**config.mk**
```make
export PLATFORM = sky130hd
export DESIGN_NAME = spi_master_burst
export DESIGN_NICKNAME = d
export VERILOG_FILES = /design/src/rtl/spi_master_burst.sv
export SDC_FILE = /design/constraint.sdc
export NUM_CORES = 1
export LEC_CHECK = 0
export ABC_AREA = 0
export ABC_CLOCK_PERIOD_IN_PS = 1500
export CORE_MARGIN = 3
export CORE_UTILIZATION = 30
export DETAILED_ROUTE_END_ITERATION = 10
export PLACE_DENSITY_LB_ADDON = 0.15
export SLEW_MARGIN = 5
export SYNTH_ARGS = -nofsm -noshare
export SYNTH_HDL_FRONTEND = slang
export SYNTH_SLANG_ARGS = --single-unit
```
**constraint.sdc**
```tcl
create_clock -name clk_10 -period 1.5 [get_ports clk_10]
set_input_delay 0.225 -clock clk_10 [delete_from_list [all_inputs] [get_ports clk_10]]
set_output_delay 0.225 -clock clk_10 [all_outputs]
set_load 0.01 [all_outputs]
```
**src/rtl/spi_master_burst.sv**
```systemverilog
// rtl/spi_master_burst.sv - burst SPI master, CSN held low across multi-word transfers
// Optional build macro SPI_LOOPBACK_EN: sample internal mosi instead of miso (self-test).
module spi_master_burst #(
    parameter int DATA_W   = 8,
    parameter int CLK_DIV  = 5,
    parameter int CPOL     = 0,
    parameter int CPHA     = 0,
    parameter int CS_SETUP = 2
) (
    input  logic              clk_10,
    input  logic              rst_n,
    input  logic              tx_valid,
    input  logic [DATA_W-1:0] tx_data,
    input  logic              tx_last,
    output logic              tx_ready,
    output logic              rx_valid,
    output logic [DATA_W-1:0] rx_data,
    output logic              busy,
    output logic              sck,
    output logic              mosi,
    output logic              csn,
    input  logic              miso
);
    localparam logic [2:0] ST_IDLE  = 3'd0;
    localparam logic [2:0] ST_SETUP = 3'd1;
    localparam logic [2:0] ST_SHIFT = 3'd2;
    localparam logic [2:0] ST_NEXT  = 3'd3;
    localparam logic [2:0] ST_HOLD  = 3'd4;

    localparam int CNT_MAX = (CLK_DIV > CS_SETUP) ? CLK_DIV : CS_SETUP;
    localparam int CNT_W   = $clog2(CNT_MAX + 1);
    localparam int EDGE_W  = $clog2(2 * DATA_W);
    localparam logic [CNT_W-1:0]  DIV_LAST  = CNT_W'(CLK_DIV - 1);
    localparam logic [CNT_W-1:0]  CS_LAST   = CNT_W'(CS_SETUP - 1);
    localparam logic [EDGE_W-1:0] EDGE_LAST = EDGE_W'(2 * DATA_W - 1);
    localparam logic CPOL_L = (CPOL != 0);
    localparam logic CPHA_L = (CPHA != 0);

    logic [2:0]        state;
    logic [CNT_W-1:0]  cnt;
    logic [EDGE_W-1:0] edge_cnt;
    logic [DATA_W-1:0] tx_shift;
    logic [DATA_W-1:0] rx_shift;
    logic              last_q;
    logic              sck_q;
    logic              mosi_q;
    logic              rx_valid_q;
    logic [DATA_W-1:0] rx_data_q;
    logic              sample_bit;
    logic [DATA_W-1:0] rx_shifted;
    logic [DATA_W-1:0] rx_word;

`ifdef SPI_LOOPBACK_EN
    logic unused_miso;
    assign unused_miso = miso;
    assign sample_bit  = mosi_q;
`else
    assign sample_bit  = miso;
`endif

    assign rx_shifted = {rx_shift[DATA_W-2:0], sample_bit};
    // CPHA=1 takes its last sample on the final trailing edge itself.
    assign rx_word    = CPHA_L ? rx_shifted : rx_shift;

    assign tx_ready = rst_n && ((state == ST_IDLE) || (state == ST_NEXT));
    assign busy     = (state != ST_IDLE);
    assign csn      = (state == ST_IDLE);
    assign sck      = sck_q;
    assign mosi     = mosi_q;
    assign rx_valid = rx_valid_q;
    assign rx_data  = rx_data_q;

    always_ff @(posedge clk_10) begin
        if (!rst_n) begin
            state      <= ST_IDLE;
            cnt        <= '0;
            edge_cnt   <= '0;
            tx_shift   <= '0;
            rx_shift   <= '0;
            last_q     <= 1'b0;
            sck_q      <= CPOL_L;
            mosi_q     <= 1'b0;
            rx_valid_q <= 1'b0;
            rx_data_q  <= '0;
        end else begin
            rx_valid_q <= 1'b0;
            case (state)
                ST_IDLE: begin
                    if (tx_valid) begin
                        tx_shift <= tx_data;
                        last_q   <= tx_last;
                        cnt      <= '0;
                        state    <= ST_SETUP;
                    end
                end
                ST_SETUP: begin
                    if (cnt == CS_LAST) begin
                        cnt      <= '0;
                        edge_cnt <= '0;
                        state    <= ST_SHIFT;
                        if (!CPHA_L) begin
                            mosi_q <= tx_shift[DATA_W-1];
                        end
                    end else begin
                        cnt <= cnt + 1'b1;
                    end
                end
                ST_SHIFT: begin
                    if (cnt == DIV_LAST) begin
                        cnt      <= '0;
                        sck_q    <= ~sck_q;
                        edge_cnt <= edge_cnt + 1'b1;
                        if (!edge_cnt[0]) begin
                            if (CPHA_L) begin
                                mosi_q   <= tx_shift[DATA_W-1];
                                tx_shift <= tx_shift << 1;
                            end else begin
                                rx_shift <= rx_shifted;
                            end
                        end else begin
                            if (CPHA_L) begin
                                rx_shift <= rx_shifted;
                            end else begin
                                mosi_q   <= tx_shift[DATA_W-2];
                                tx_shift <= tx_shift << 1;
                            end
                            if (edge_cnt == EDGE_LAST) begin
                                rx_valid_q <= 1'b1;
                                rx_data_q  <= rx_word;
                                state      <= last_q ? ST_HOLD : ST_NEXT;
                            end
                        end
                    end else begin
                        cnt <= cnt + 1'b1;
                    end
                end
                ST_NEXT: begin
                    if (tx_valid) begin
                        tx_shift <= tx_data;
                        last_q   <= tx_last;
                        cnt      <= '0;
                        edge_cnt <= '0;
                        state    <= ST_SHIFT;
                        if (!CPHA_L) begin
                            mosi_q <= tx_data[DATA_W-1];
                        end
                    end
                end
                ST_HOLD: begin
                    if (cnt == CS_LAST) begin
                        cnt   <= '0;
                        state <= ST_IDLE;
                    end else begin
                        cnt <= cnt + 1'b1;
                    end
                end
                default: begin
                    state <= ST_IDLE;
                end
            endcase
        end
    end
endmodule

```
Word-level counts from Yosys, hierarchy flattened:

Cells that the tools add are included.

* $add $sub $neg: 2
* equal/unequal tests: 15
* mux-type cells: 27
* bitwise operators: 2
* reduce and logical (&&, ||, !) cells: 19

Operator list (number)
* $mux 3: 11
* $mux 8: 3
* $pmux 8 s2: 1
* $reduce_and 4->1: 4
* $pmux 3 s5: 1
* $ne 2x2->1 const B: 7
* $mux 4: 3
* $pmux 4 s3: 1
* $pmux 3 s3: 1
* $reduce_bool 3->1: 3
* $reduce_and 7->1: 1
* $eq 3x1->1 const B: 2
* $eq 3x2->1 const B: 2
* $eq 3x3->1 const B: 2
* $reduce_and 2->1: 3
* $mux 1: 5
* $reduce_and 5->1: 1
* $add 4x1->4 const B: 1
* $eq 4x4->1 const B: 1
* $reduce_or 2->1: 2
* $add 3x1->3 const B: 1
* $logic_not 3->1: 1
* $pmux 1 s3: 1
* $reduce_and 3->1: 1
* 5 further kinds: 6

* register bits: 38
* output and inout bits: 14
* logic and storage cells: 75

Depth between registers and ports, before layout:

Gate-level depths: netlist of the first run.

* depth in word-level cells: 5
* gate-level depth with buffers: 7
* gate-level depth less buffers: 6

Worst setup path before layout of the first run:

No wires, ideal clock.

* path type: register -> register
* from: register cnt[0]
* to: register edge_cnt[3]
* arrival time: 1.583 ns
* path slack: -0.198 ns
* cell stages (with the launch flop): 6
* path buffers: 0
* clock period less this slack: 1.698 ns
* cells stage by stage: dfxtp_1 -> ha_1 -> or3b_2 -> a311oi_2 -> a21boi_0 -> o21a_1

* word-level cells in the longest chain between the ends: 3
* elaborated cells between the ends (all ways): 5
* classes of those cells: eq/ne (4); reduce/logical (1)

Ends and longest elaborated chain
* start, declared: line 40 `logic [CNT_W-1:0] cnt;`
* start signal, assigned: line 105 `cnt <= cnt + 1'b1;`
* start signal, assigned: line 134 `cnt <= cnt + 1'b1;`
* start signal, assigned: line 154 `cnt <= cnt + 1'b1;`
* $eq 3x3->1 or $eq 3x1->1 (tied branches): line 109, 97
* $ne 2x2->1 (no line)
* $reduce_and 4->1 (no line) (*)
* end signal, assigned: line 112 `edge_cnt <= edge_cnt + 1'b1;`
* end, declared: line 41 `logic [EDGE_W-1:0] edge_cnt;`

Mark *: on every way between the ends. The rest lies on a longest branch, timed or not.
A chain may end at the register's enable or synchronous reset.

Worst setup path in the final report of the first run:

* from: register state[1]
* to: register rx_shift[1]

* word-level cells in the longest chain between the ends: 2

Ends and longest elaborated chain
* start, declared: line 39 `logic [2:0] state;`
* start signal, assigned: line 130 `state <= last_q ? ST_HOLD : ST_NEXT;`
* $eq 3x2->1: line 87 `case (state)`
* $reduce_and 3->1 (no line)
* end signal, assigned: line 118 `rx_shift <= rx_shifted;`
* end signal, assigned: line 122 `rx_shift <= rx_shifted;`
* end, declared: line 43 `logic [DATA_W-1:0] rx_shift;`

No other way between the ends.

==> results.md, run 1 <==
* Status: finished, violations left
* Failing checks: negative setup slack
* Cell Chain, Critical Path: or3b_4, buf_6, nor3_4, buf_12, mux2i_2, nor2_1
* Skew-Pair Late Insertion Delay at roughly 0.30 ns
* Final setup viols at 30
* Worst EP arrival at approximately 1.8 ns
* Synth async-reset ratio at 0%
* #FFs+latches synth at 38
* Fin nets at around 270
* Power density over cell area at 947 nW/um^2
* Register area share after synthesis at a little over two fifths
* Max-cap violation count at 0
* Clk_skew at about 0.0071 ns
* Row count at 27
* Syn Std Cell Area at 1760 sq um
* Vias per cell at approximately 4.7
* Area Growth Syn to Fin at 52.9%
* Crit-path max FO at 8
* Fmax at between 600 and 700 MHz
* Inserted Diodes at 0
* Wirelength, routed at between 4000 and 5000 um
* Worst vdd ir at 538 uV
* Top Ports at 27
* Die height at about 82 um
* Input/output buffers at 26
* Synth cell types at just over 40
* Die Area at ~6800 sq um
* Number of synthesis warnings at 0
* Avg Cell Area, Syn at 9.29 sq um
* Wire per inst at about 13 um
* Gr busiest metal: met2
* Crit share post-route at 108%
* Met1 Use GR at approximately 17%
* Worst-margin pin slew at a little under 0.3 ns
* Inst Count DP at between 300 and 400
* Initial antenna violation count at 0
* Met3 usage at under 10%
* TritonCTS clock tree: done
* Worst reg2reg startpoint: state[1]
* Worst R2R Path Depth at 6
* Routed Antenna Nets at 0
* Clock Sinks at 38
* Root buffer cell: clkbuf_8
* Startpoint Class: register
* Clock slew at reported path FFs at around 0.080 ns
* Max Slew Vio Count at 0
* # DRC at 0
* Sequential cell area at approximately 770 sq um
* RSZ-0062 raised after global routing: yes
* Tmin final at around 1.6 ns
* Area leader, netlist: dfxtp_1
* Most frequent cells in the layout: 33 x dfxtp_1, 33 x buf_4, 23 x nor2_1, 23 x mux2i_1, 23 x clkdlybuf4s50_1
* Hpwl dp at approximately 2800 um
* Vias at between 1500 and 2000
* Overall Global Routing Usage at 13.1%
* Post-synth top area share at a little over two fifths
* Share of layout cells above drive strength 1 at ~34%
* Num CTS Buffers at 5
* Hold WC Path Type: register to register
* Worst Hold End: mosi
* GP Congestion at approximately 0.74
* First-pass GRT wire length at a little under 7000 um
* Core region area at between 5000 and 6000 sq um
* FF-to-FF End: rx_shift[1]
* Leak Pwr at ~0.0010 uW
* Met2 usage at between 20% and 30%
* Post-synth EDFFs at 0
* Hold Startpoint: mosi
* Hold-fix buffers, CTS at 0
* Pre-CTS WS at -0.266 ns
* Top cells by area, synth: dfxtp_1 43%, mux2i_1 14%, nor2_1 5.1%
* Slew HR at about four fifths
* Initial core utilization at roughly a third
* Slowest cell on crit path: or3b_4
* CP max stage delay at between 0.4 and 0.5 ns
* # H-tree levels at 2
* Critical Path RT at about 1.7 ns
* Die W at between 80 and 90 um
* Drt pass-1 iters at 4
* FF-to-FF setup slack at -0.13 ns
* Final hold violation count at 0
* Mapped Nets at roughly 210
* Fin cells at ~330
* Global route total overflow at 0
* Hold Path Depth at 2
* Main synth FF type: dfxtp_1
* CTS Buffer Depth at 2
* Largest net degree at the start of global routing at 27
* DR iter-0 viols at between 50 and 60
* Gate Count Post-Synth at between 150 and 200
* CP endpoint kind: register
* Fillers at 574
* Area of the multi-input gates at between 1000 and 1500 sq um
* Vias in the first global route at ~1500
* Crit Path Class: register to register
* Final setup margin at -0.126 ns
## cell type report
type / count / area share (%)
flip-flops and latches: 38 / 28.8
inverters: 9 / 1.35
multi-input cells: 132 / 38.7
clock buffers: 5 / 2.56
repair buffers: 68 / 22.7
well taps: 72 / 3.36
clock inverters: 3 / 2.56
## cells in the mapped netlist, types with 2 or more instances
| library cell | count |
|---|---|
| o21ai_0 | 6 |
| xnor2_1 | 2 |
| clkbuf_1 | 4 |
| nand2_1 | 9 |
| nand3_1 | 2 |
| o31ai_1 | 7 |
| buf_2 | 3 |
| nor3_1 | 6 |
| mux2i_1 | 25 |
| o21a_1 | 2 |
| nand2b_1 | 4 |
| nor2b_1 | 2 |
| a32oi_1 | 2 |
| nor4_1 | 2 |
| nor3_4 | 2 |
| nand3b_1 | 2 |
| dfxtp_1 | 38 |
| inv_1 | 8 |
| buf_4 | 2 |
| a21oi_1 | 12 |
| nor2_1 | 24 |
| a31oi_1 | 3 |
| ha_1 | 4 |
## kinds of logic after synthesis
logic type / Yosys count / synth area share (%)
adder cells (fa/ha/maj): 4 / 2.85
AND/OR/NAND/NOR: 60 / 17.9
XOR/XNOR: 3 / 1.50
AO/OA/AOI/OAI: 40 / 15.0
flip-flops: 38 / 43.3
buffers and inverters: 19 / 5.13
multiplexers: 25 / 14.3
## power by group
group	switching (uW)	total (uW)	leakage [uW]	internal, uW
clock	389	1060	0.0000683	666
sequential	26.1	1070	0.000311	1040
combinational	196	418	0.000659	223
total	610	2540	0.00104	1930
## through the flow
stage	util, %	power (uW)	cell area, sq um	setup TNS, ns	hold WS, ns
2_1_floorplan	-	1290	1790	-2.04	0.364
3_3_place_gp	42.3	1470	2360	-5.39	0.440
3_5_place_dp	42.3	1460	2360	-5.37	0.444
4_1_cts	47.0	2560	2620	-2.16	0.465
5_1_grt	48.1	2660	2680	-5.01	0.479
6_report	48.1	2540	2680	-2.19	0.459
## repair_timing
action / in CTS / in global routing
endpoints found under the setup margin: 38 / 39
buffers inserted: 3 / 3
cloned: 1 / 0
gates resized for setup: 36 / 17
pin swaps: 10 / 6
## sequential cells by signal, indices dropped and copies added (netlist names)
signal and count:
cnt 3, edge_cnt 4, last_q 1, mosi 1, rx_data 8, rx_shift 8
rx_valid 1, sck 1, state 3, tx_shift 8
## worst max-delay path: cells and delay by family (launching register included)
| family | cells | cell delay [ns] |
|---|---|---|
| buf+inv | 2 | 0.31 |
| mux | 1 | 0.20 |
| flops | 1 | 0.38 |
| simple gates | 3 | 0.61 |
## layer usage
metal	share of wire [%]	up-vias	routed length (um)
met5	0	-	0
met4	1.5	0	63
met3	5.1	8	212
met2	44	26	1800
met1	50	699	2060
li1	-	802	-
## worst max-delay path by stage
stage,from,endpoint,slack [ns],cells after the start
floorplan,state[1],tx_shift[7],-0.12,6
global placement,rst_n,tx_ready,-0.22,4
detailed placement,rst_n,tx_ready,-0.27,4
CTS,cnt[1],edge_cnt[3],-0.14,7
global route,state[1],tx_shift[7],-0.21,5
finish,state[1],rx_shift[1],-0.13,6
Power figures use the tool's default switching activity.
==> run 2, diff against run 1 <==
--- a/config.mk
+++ b/config.mk
@@ -5,10 +5,10 @@
 export SDC_FILE = /design/constraint.sdc
 export NUM_CORES = 1
 export LEC_CHECK = 0
-export ABC_AREA = 0
-export ABC_CLOCK_PERIOD_IN_PS = 1500
+export ABC_CLOCK_PERIOD_IN_PS = 1780
 export CORE_MARGIN = 3
 export CORE_UTILIZATION = 30
+export CTS_CLUSTER_DIAMETER = 30
 export DETAILED_ROUTE_END_ITERATION = 10
 export PLACE_DENSITY_LB_ADDON = 0.15
 export SLEW_MARGIN = 5
==> constraint.sdc (replaced) <==
create_clock -name clk_10 -period 1.78 [get_ports clk_10]
set_input_delay 0.267 -clock clk_10 [delete_from_list [all_inputs] [get_ports clk_10]]
set_output_delay 0.267 -clock clk_10 [all_outputs]
set_load 0.01 [all_outputs]
==> results.md, run 2 (synthesized netlist as in run 1, its figures left out) <==
* Commonest non-fill, non-tap cell in the layout: dfxtp_1
* P_sw at 477 uW (-22%)
* Core region area at 5570 sq um (unchanged)
* Status: finished, final reports clean
* Largest net degree at the start of global routing at 27 (unchanged)
* First-pass GRT wire length at 6770 um (-0.82%)
* Pint at 1590 uW (-18%)
* Fillers at 575 (+0.17%)
* Top Ports at 27 (unchanged)
* Clock Power Share at 42.6% (+1.1 points)
* Die Area at 6810 sq um (unchanged)
* Final setup viols at 0 (-100%)
* Crit Path Class: register to output pin
* Met2 usage at 20.1% (-0.56 points)
* Met1 Use GR at 17.3% (+0.48 points)
* Startpoint Class: register
* Clock Sinks at 38 (unchanged)
* Final core area utilization at 43.7% (-4.4 points)
* Worst EP arrival at 1.40 ns (-0.40 ns)
* Die height at 82.5 um (unchanged)
* Row count at 27 (unchanged)
* Input/output buffers at 26 (unchanged)
* DR iter-0 viols at 39 (-26%)
* Num CTS Buffers at 5 (unchanged)
* # DRC at 0 (unchanged)
* Clk_skew at 0.00352 ns (-0.00362 ns)
* Root buffer cell: clkbuf_8
* Final instance area at 2440 sq um (-9.1%)
* Most frequent cells in the layout: 34 x dfxtp_1, 28 x buf_4, 25 x mux2i_1
* Combinational Power Share at 13.8% (-2.7 points)
* Crit-path max FO at 10 (+2)
* Final setup margin at 0.114 ns (+0.239 ns)
* Clock slew at reported path FFs at 0.08 ns (about the same)
* # H-tree levels at 2 (unchanged)
* Hpwl dp at 2860 um (+2.3%)
* TritonCTS clock tree: done
* Area of the multi-input gates at 922 sq um (-11%)
* CTS Buffer Depth at 2 (unchanged)
* Sequential share of power at 43.7% (+1.7 points)
* Worst-margin pin slew at 0.557 ns (+0.266 ns)
* GP Congestion at 0.742 (-0.11%)
* Area Growth Syn to Fin at 38.9%
* Overall Global Routing Usage at 13.0% (-0.11 points)
* Power density over cell area at 849 nW/um^2 (-10%)
* Max-cap violation count at 0 (unchanged)
* Vias per cell at 4.68 (-0.20%)
* Area after DPL at 2270 sq um (-3.6%)
* Met3 usage at 4.56% (+0.43 points)
* Drt pass-1 iters at 4 (unchanged)
* Vias at 1471 (-4.2%)
* Wirelength, routed at 3960 um (-4.2%)
* Fmax at 600 MHz
* Sequential cell area at 768 sq um (-0.49%)
* Share of layout cells above drive strength 1 at 21.1% (-13 points)
* Global route total overflow at 0 (unchanged)
* Vias in the first global route at 1454 (-4.1%)
* Final hold violation count at 0 (unchanged)
* Switching Fraction at 23.1% (-0.95 points)
* Skew-Pair Late Insertion Delay at 0.29 ns (about the same)
* Max Slew Vio Count at 0 (unchanged)
* Routed Antenna Nets at 0 (unchanged)
* Fin cells at 314 (-4.0%)
* Inst Count DP at 305 (-2.6%)
* Slew HR at 62.7% (-18 points)
* Initial antenna violation count at 0 (unchanged)
* Setup TNS at 0 ns (+2.19 ns)
* Initial core utilization at 31.5% (unchanged)
* Inserted Diodes at 0 (unchanged)
* Critical Path RT at 1.51 ns (-0.17 ns)
* CP endpoint kind: output pin
* Leak Pwr at 0.000935 uW (-9.9%)
* Wire per inst at 12.6 um (-0.24%)
* Tmin final at approximately 1.7 ns
* Crit share post-route at around 94%
* Pre-CTS WS at -0.119 ns (+0.147 ns)
* Gr busiest metal: met2
* Die W at 82.5 um (unchanged)
* Worst vdd ir at 396 uV (-26%)
* Hold WC Path Type: register to register
* Fin nets at 258 (-4.8%)
-- run 2: cell count changes in the layout (fill, tap and decap cells not counted), moves of 3 or more --
cell	before	now
a21oi_1	3	12
dlygate4sd2_1	0	3
buf_6	9	0
buf_4	33	28
a21oi_2	9	0
-- run 2: path summary, 6_finish.rpt --
kind,slack (ns),end,cells past startpoint,from
min,0.46,mosi,2,mosi
min reg2reg,0.46,mosi,2,mosi
max,0.11,tx_ready,4,state[1]
max reg2reg,0.11,rx_shift[5],6,state[1]
-- run 2: worst max-delay path: stages (launching register included) --
cell,delay (ns)
dfxtp_4,0.38
buf_4,0.14
xor2_1,0.14
nor3_1,0.15
dlygate4sd2_1,0.29
-- run 2: layer usage --
metal,wire [um],up-vias,share of wire (%)
met3,166,3,4.2
met4,21,0,0.53
met5,0,-,0
li1,-,776,-
met1,2010,664,51
met2,1770,28,45
-- run 2: power by group through the flow --
stage / registers (uW) / clock network, uW / logic [uW]
5_1_grt: 909 / 956 / 318
3_3_place_gp: 923 / 0 / 284
3_5_place_dp: 923 / 0 / 283
4_1_cts: 904 / 916 / 280
6_report: 904 / 881 / 285
2_1_floorplan: 915 / 0 / 161
-- run 2: area by class of cell --
| type | instances | share of cell area [%] |
|---|---|---|
| multi-input combinational | 132 | 37.8 |
| sequential | 38 | 31.5 |
| timing repair buffer | 55 | 20.0 |
| tap | 72 | 3.69 |
| clock buffer | 5 | 2.82 |
| clock inverter | 3 | 2.82 |
| inverter | 9 | 1.39 |
-- run 2: per-stage QoR --
stage / hold slack, ns / total power (uW)
5_1_grt: 0.503 / 2180
3_5_place_dp: 0.455 / 1210
4_1_cts: 0.466 / 2100
3_3_place_gp: 0.450 / 1210
6_report: 0.460 / 2070
2_1_floorplan: 0.414 / 1080
-- run 2: what timing repair did --
| action | CTS | global route |
|---|---|---|
| setup buffers | 0 | 1 |
| resized for setup | 7 | 6 |
| hold buffers | 0 | 0 |
| pin swaps | 0 | 1 |
| endpoints found under the setup margin | 20 | 22 |
==> run 3, diff against run 2 <==
--- a/config.mk
+++ b/config.mk
@@ -5,7 +5,7 @@
 export SDC_FILE = /design/constraint.sdc
 export NUM_CORES = 1
 export LEC_CHECK = 0
-export ABC_CLOCK_PERIOD_IN_PS = 1780
+export ABC_CLOCK_PERIOD_IN_PS = 1640
 export CORE_MARGIN = 3
 export CORE_UTILIZATION = 30
 export CTS_CLUSTER_DIAMETER = 30
@@ -15,3 +15,4 @@
 export SYNTH_ARGS = -nofsm -noshare
 export SYNTH_HDL_FRONTEND = slang
 export SYNTH_SLANG_ARGS = --single-unit
+export TNS_END_PERCENT = 50
==> constraint.sdc (replaced) <==
create_clock -name clk_10 -period 1.64 [get_ports clk_10]
set_input_delay 0.246 -clock clk_10 [delete_from_list [all_inputs] [get_ports clk_10]]
set_output_delay 0.246 -clock clk_10 [all_outputs]
set_load 0.01 [all_outputs]
==> results.md, run 3 (synthesized netlist as in run 1, its figures left out) <==
* Status: finished, violations left
* Failing checks: negative setup slack
* Power density over cell area at 903 nW/um^2 (+6.4%)
* Hold WC Path Type: register to register
* Crit Path Class: register to register
* Most frequent cells in the layout: 33 x dfxtp_1, 30 x buf_4, 24 x nor2_1, 24 x mux2i_1, 23 x clkdlybuf4s50_1
* Die W at 82.5 um (unchanged)
* Area after DPL at 2300 sq um (+1.2%)
* Initial core utilization at 31.5% (unchanged)
* Pint at 1750 uW (+10%)
* Num CTS Buffers at 5 (unchanged)
* Max-cap violation count at 0 (unchanged)
* Crit-path max FO at 5 (-5)
* Worst reg2reg startpoint: cnt[1]
* Fin nets at 262 (+1.6%)
* First-pass GRT wire length at 6810 um (+0.62%)
* Sequential share of power at 42.7% (-1.0 points)
* Worst EP arrival at 1.86 ns (+0.46 ns)
* Switching Fraction at 23.8% (+0.72 points)
* Area Growth Syn to Fin at 45.0%
* TritonCTS clock tree: done
* Routed Antenna Nets at 0 (unchanged)
* CP endpoint kind: register
* Clock Power Share at 42.1% (-0.5 points)
* DR iter-0 viols at 70 (+79%)
* Critical Path RT at 1.83 ns (+0.32 ns)
* Share of layout cells above drive strength 1 at 26.0% (+4.9 points)
* Root buffer cell: clkbuf_8
* Final hold slack at 0.455 ns (-0.00494 ns)
* Wire per inst at 12.6 um (about the same)
* GP Congestion at 0.739 (-0.46%)
* Final setup viols at 2 (+2)
* Die Area at 6810 sq um (unchanged)
* Fin cells at 318 (+1.3%)
* Leak Pwr at 0.000974 uW (+4.2%)
* Worst-margin pin slew at 0.353 ns (-0.204 ns)
* Vias per cell at 4.72 (+0.76%)
* Die height at 82.5 um (unchanged)
* Initial antenna violation count at 0 (unchanged)
* Fillers at 564 (-1.9%)
* CP startpoint: cnt[1]
* Hold-fix buffers, CTS at 0 (unchanged)
* PnR Total Power at 2300 uW (+11%)
* Core region area at 5570 sq um (unchanged)
* RSZ-0062 raised after global routing: yes
* Overall Global Routing Usage at 13.1% (+0.14 points)
* # DRC at 0 (unchanged)
* Hold Startpoint: tx_shift[0]
* Hpwl dp at 2750 um (-3.7%)
* Global route total overflow at 0 (unchanged)
* Slew HR at 76.5% (+14 points)
* Drt pass-1 iters at 4 (unchanged)
* Sequential cell area at 772 sq um (+0.49%)
* Crit share post-route at 102%
* Final hold violation count at 0 (unchanged)
* Wirelength, routed at 4020 um (+1.4%)
* Input/output buffers at 26 (unchanged)
* Final instance area at 2550 sq um (+4.4%)
* Fmax at approximately 600 MHz
* Max Slew Vio Count at 0 (unchanged)
* Combinational Power Share at 15.2% (+1.4 points)
* Clock Sinks at 38 (unchanged)
* Area of the multi-input gates at 991 sq um (+7.5%)
* P_sw at 546 uW (+15%)
* Skew-Pair Late Insertion Delay at 0.29 ns (about the same)
* Row count at 27 (unchanged)
* Clock slew at reported path FFs at 0.08 ns (about the same)
* CTS Buffer Depth at 2 (unchanged)
* Startpoint Class: register
* Tmin final at between 1.5 and 2 ns
* Vias at 1501 (+2.0%)
* Top Ports at 27 (unchanged)
* Clk_skew at 0.00791 ns (+0.00438 ns)
* Worst vdd ir at 426 uV (+7.6%)
* Inst Count DP at 308 (+0.98%)
* Final setup margin at -0.0336 ns (-0.147 ns)
* # H-tree levels at 2 (unchanged)
* Commonest non-fill, non-tap cell in the layout: dfxtp_1
* Vias in the first global route at 1464 (+0.69%)
* Largest net degree at the start of global routing at 27 (unchanged)
* Inserted Diodes at 0 (unchanged)
* Setup TNS at -0.0536 ns (-0.0536 ns)
[run 3: repair_timing]
action                     CTS  global route
cloned                       0             0
resized for setup           12            18
pin swaps                    1             3
buffers inserted             0             2
setup endpoints to repair   26            32
[run 3: power by group through the flow]
stage | Sequential [uW] | Clock (uW) | Combinational (uW)
CTS | 983 | 994 | 327
detailed placement | 1000 | 0 | 312
finish | 980 | 968 | 350
global placement | 1000 | 0 | 313
floorplan | 994 | 0 | 178
global route | 985 | 1050 | 383
[run 3: path summary, 6_finish.rpt]
path | end | slack [ns] | cells past startpoint
worst max register to register | edge_cnt[3] | -0.03 | 7
worst min register to register | tx_shift[0] | 0.46 | 2
worst max-delay path | edge_cnt[3] | -0.03 | 7
worst min-delay path | tx_shift[0] | 0.46 | 2
[run 3: final cells by class]
class	count	area share [%]
Sequential cell	38	30.3
Inverter	9	1.33
Clock buffer	5	2.70
Multi-Input combinational cell	132	38.9
Clock inverter	3	2.70
Timing Repair Buffer	59	20.5
Tap cell	72	3.54
[run 3: worst max-delay path, stage by stage (launching register included)]
cell	delay [ns]
dfxtp_2	0.33
inv_2	0.07
ha_4	0.12
or3b_4	0.38
a311oi_2	0.27
buf_4	0.18
a21boi_1	0.06
o21a_1	0.16
[run 3: metrics by stage]
stage | worst slack [ns] | utilization [%]
after global routing | -0.0905 | 45.7
after floorplan | -0.0204 | -
after detailed placement | -0.141 | 41.2
final | -0.0336 | 45.7
after global placement | -0.124 | 41.2
after CTS | -0.0487 | 44.5
[run 3: layer usage]
layer / GRT usage [%] / part of all wire, %
met1: 16.8 / 51
met4: 4.41 / 0.70
met5: 0 / 0
met3: 4.56 / 4.6
met2: 20.4 / 44
==> variant: new RTL, flow settings as in run 3 <==
The parameter `CPHA` goes from 0 to 1.
--- a/src/rtl/spi_master_burst.sv
+++ b/src/rtl/spi_master_burst.sv
@@ -4,7 +4,7 @@
     parameter int DATA_W   = 8,
     parameter int CLK_DIV  = 5,
     parameter int CPOL     = 0,
-    parameter int CPHA     = 0,
+    parameter int CPHA     = 1,
     parameter int CS_SETUP = 2
 ) (
     input  logic              clk_10,
Function: changed (Yosys sat finds a counterexample within 4 cycles, from zero or initial values and one cycle with rst_n low).
==> variant against run 3 <==
Design area decreased by 5.9%. Cell count decreased by 1.3%. Clock skew decreased by 3.3 ps. Count of clock-buffer cells in the layout increased by 1. Power decreased by 11%. Maximum frequency increased by 4.5%. Non-clock buffer count decreased by 6. Via count increased by 0.47%. Sequential cell count decreased by 1. Critical path type unchanged. Routed wire length decreased by 2.9%. Synthesized area decreased by 2.1%. Setup slack improved by 72 ps.
==> variant: results (changes against run 3) <==
[critical_path]
worst_path_max_delay_cell=dfxtp_2  ; was or3b_4
worst-path-max-fanout=3  ; was 5
max_stage_delay_ps=350  ; was 380 ps
cp.arrival_ps=1810  ; was 1860 ps

[cts]
ctsResizeCount=8  ; was 12

[global_routing]
grt_pass1_vias=1430  ; was 1464
grt_max_degree=26  ; was 27
grtUsageMet2_pct=19.5  ; was 20.4%
use_met1_pct=17.8  ; was 16.8%
grt_pass1_wl_mm=6.56  ; was 6.81 mm
grtUsageTotal_pct=12.8  ; was 13.1%

[cells_and_area]
seq_share_pct=31.2  ; was 30.3%
buffer_area_share_pct=19.8  ; was 20.5%
numSequentialCells=37  ; was 38
drive_gt1_share_pct=22.5  ; was 26.0%
nClkBuffers=6  ; was 5
fill_cells=544  ; was 564
seq_area_um2=748  ; was 772 um^2
num-multi-input-gates=139  ; was 132
buffers_excl_clock=53  ; was 59
clk_share_pct=4.65  ; was 5.41%
multi_input_area_um2=947  ; was 991 um^2
nNetsFinal=260  ; was 262
inverters_excl_clock=7  ; was 9

[logic_synthesis]
yosysUniqueCellTypes=44  ; was 41
synth-seq-area-share_pct=43.1  ; was 43.3%
avgSynthCellArea_um2=8.77  ; was 9.29 um^2
synth_compound_area_share_pct=15.5  ; was 15.0%
synth.mux.area_fraction_pct=9.90  ; was 14.3%
synth_area_leaders=dfxtp_1, mux2i_1, a21oi_1, nor2_1, nand3_1  ; was dfxtp_1, mux2i_1, nor2_1, a21oi_1, o31ai_1
syn_nets=213  ; was 206
synthAdderAreaFrac_pct=2.91  ; was 2.85%

[placed_design]
dpl.cell_count=303  ; was 308
preCtsSetupSlack_ps=-149  ; was -141 ps
gp_congestion=0.735  ; was 0.739
place_area_mm2=0.00220  ; was 0.00230 mm^2
place_hpwl_mm=2.76  ; was 2.75 mm

[power_and_ir_drop]
p_leak_nw=0.910  ; was 0.974 nW

[detailed_routing]
num_vias=1508  ; was 1501
wirelength_mm=3.90  ; was 4.02 mm
wl_met3_um=166  ; was 183 um
dr_wl_met2_mm=1.77  ; about the same
met1_length_mm=1.92  ; was 2.04 mm
drtIter0Drc=98  ; was 70
firstDrtPassIters=6  ; was 4
wl_per_cell_um=12.4  ; was 12.6 um

[sta]
setup_violations=0  ; was 2
fin_skew_ps=4.65  ; was 7.91 ps
relSlewSlack_pct=68.5  ; was 76.5%
period_share_pct=97.7  ; was 102%

[run_status]
status=finished, final reports clean  ; was finished with violations

[die]
die_w_um=81.7  ; was 82.5 um

## variant: final timing paths
check	startpoint	to	slack, ps	cells past startpoint
min	rx_shift[6]$_SDFFE_PN0P_	rx_shift[6]$_SDFFE_PN0P_	470	2
max reg2reg	cnt[1]$_SDFFE_PN0P_	cnt[1]$_SDFFE_PN0P_	40	7
min reg2reg	rx_shift[6]$_SDFFE_PN0P_	rx_shift[6]$_SDFFE_PN0P_	470	2
max	cnt[1]$_SDFFE_PN0P_	cnt[1]$_SDFFE_PN0P_	40	7
## variant: report_power, final
group | internal [W] | total, W | switching, W
Combinational | 0.000158 | 0.000306 | 0.000148
Clock | 0.000456 | 0.000782 | 0.000325
Sequential | 0.000931 | 0.000955 | 0.0000236
Total | 0.00155 | 0.00204 | 0.000497
## variant: worst max-delay path, delay by kind of cell, from the launching register on
| family | cells | cell delay (ps) |
|---|---|---|
| flops | 1 | 350 |
| simple gates | 2 | 510 |
| fa+ha+maj | 1 | 160 |
| buf+inv | 2 | 200 |
| compound gates | 2 | 290 |
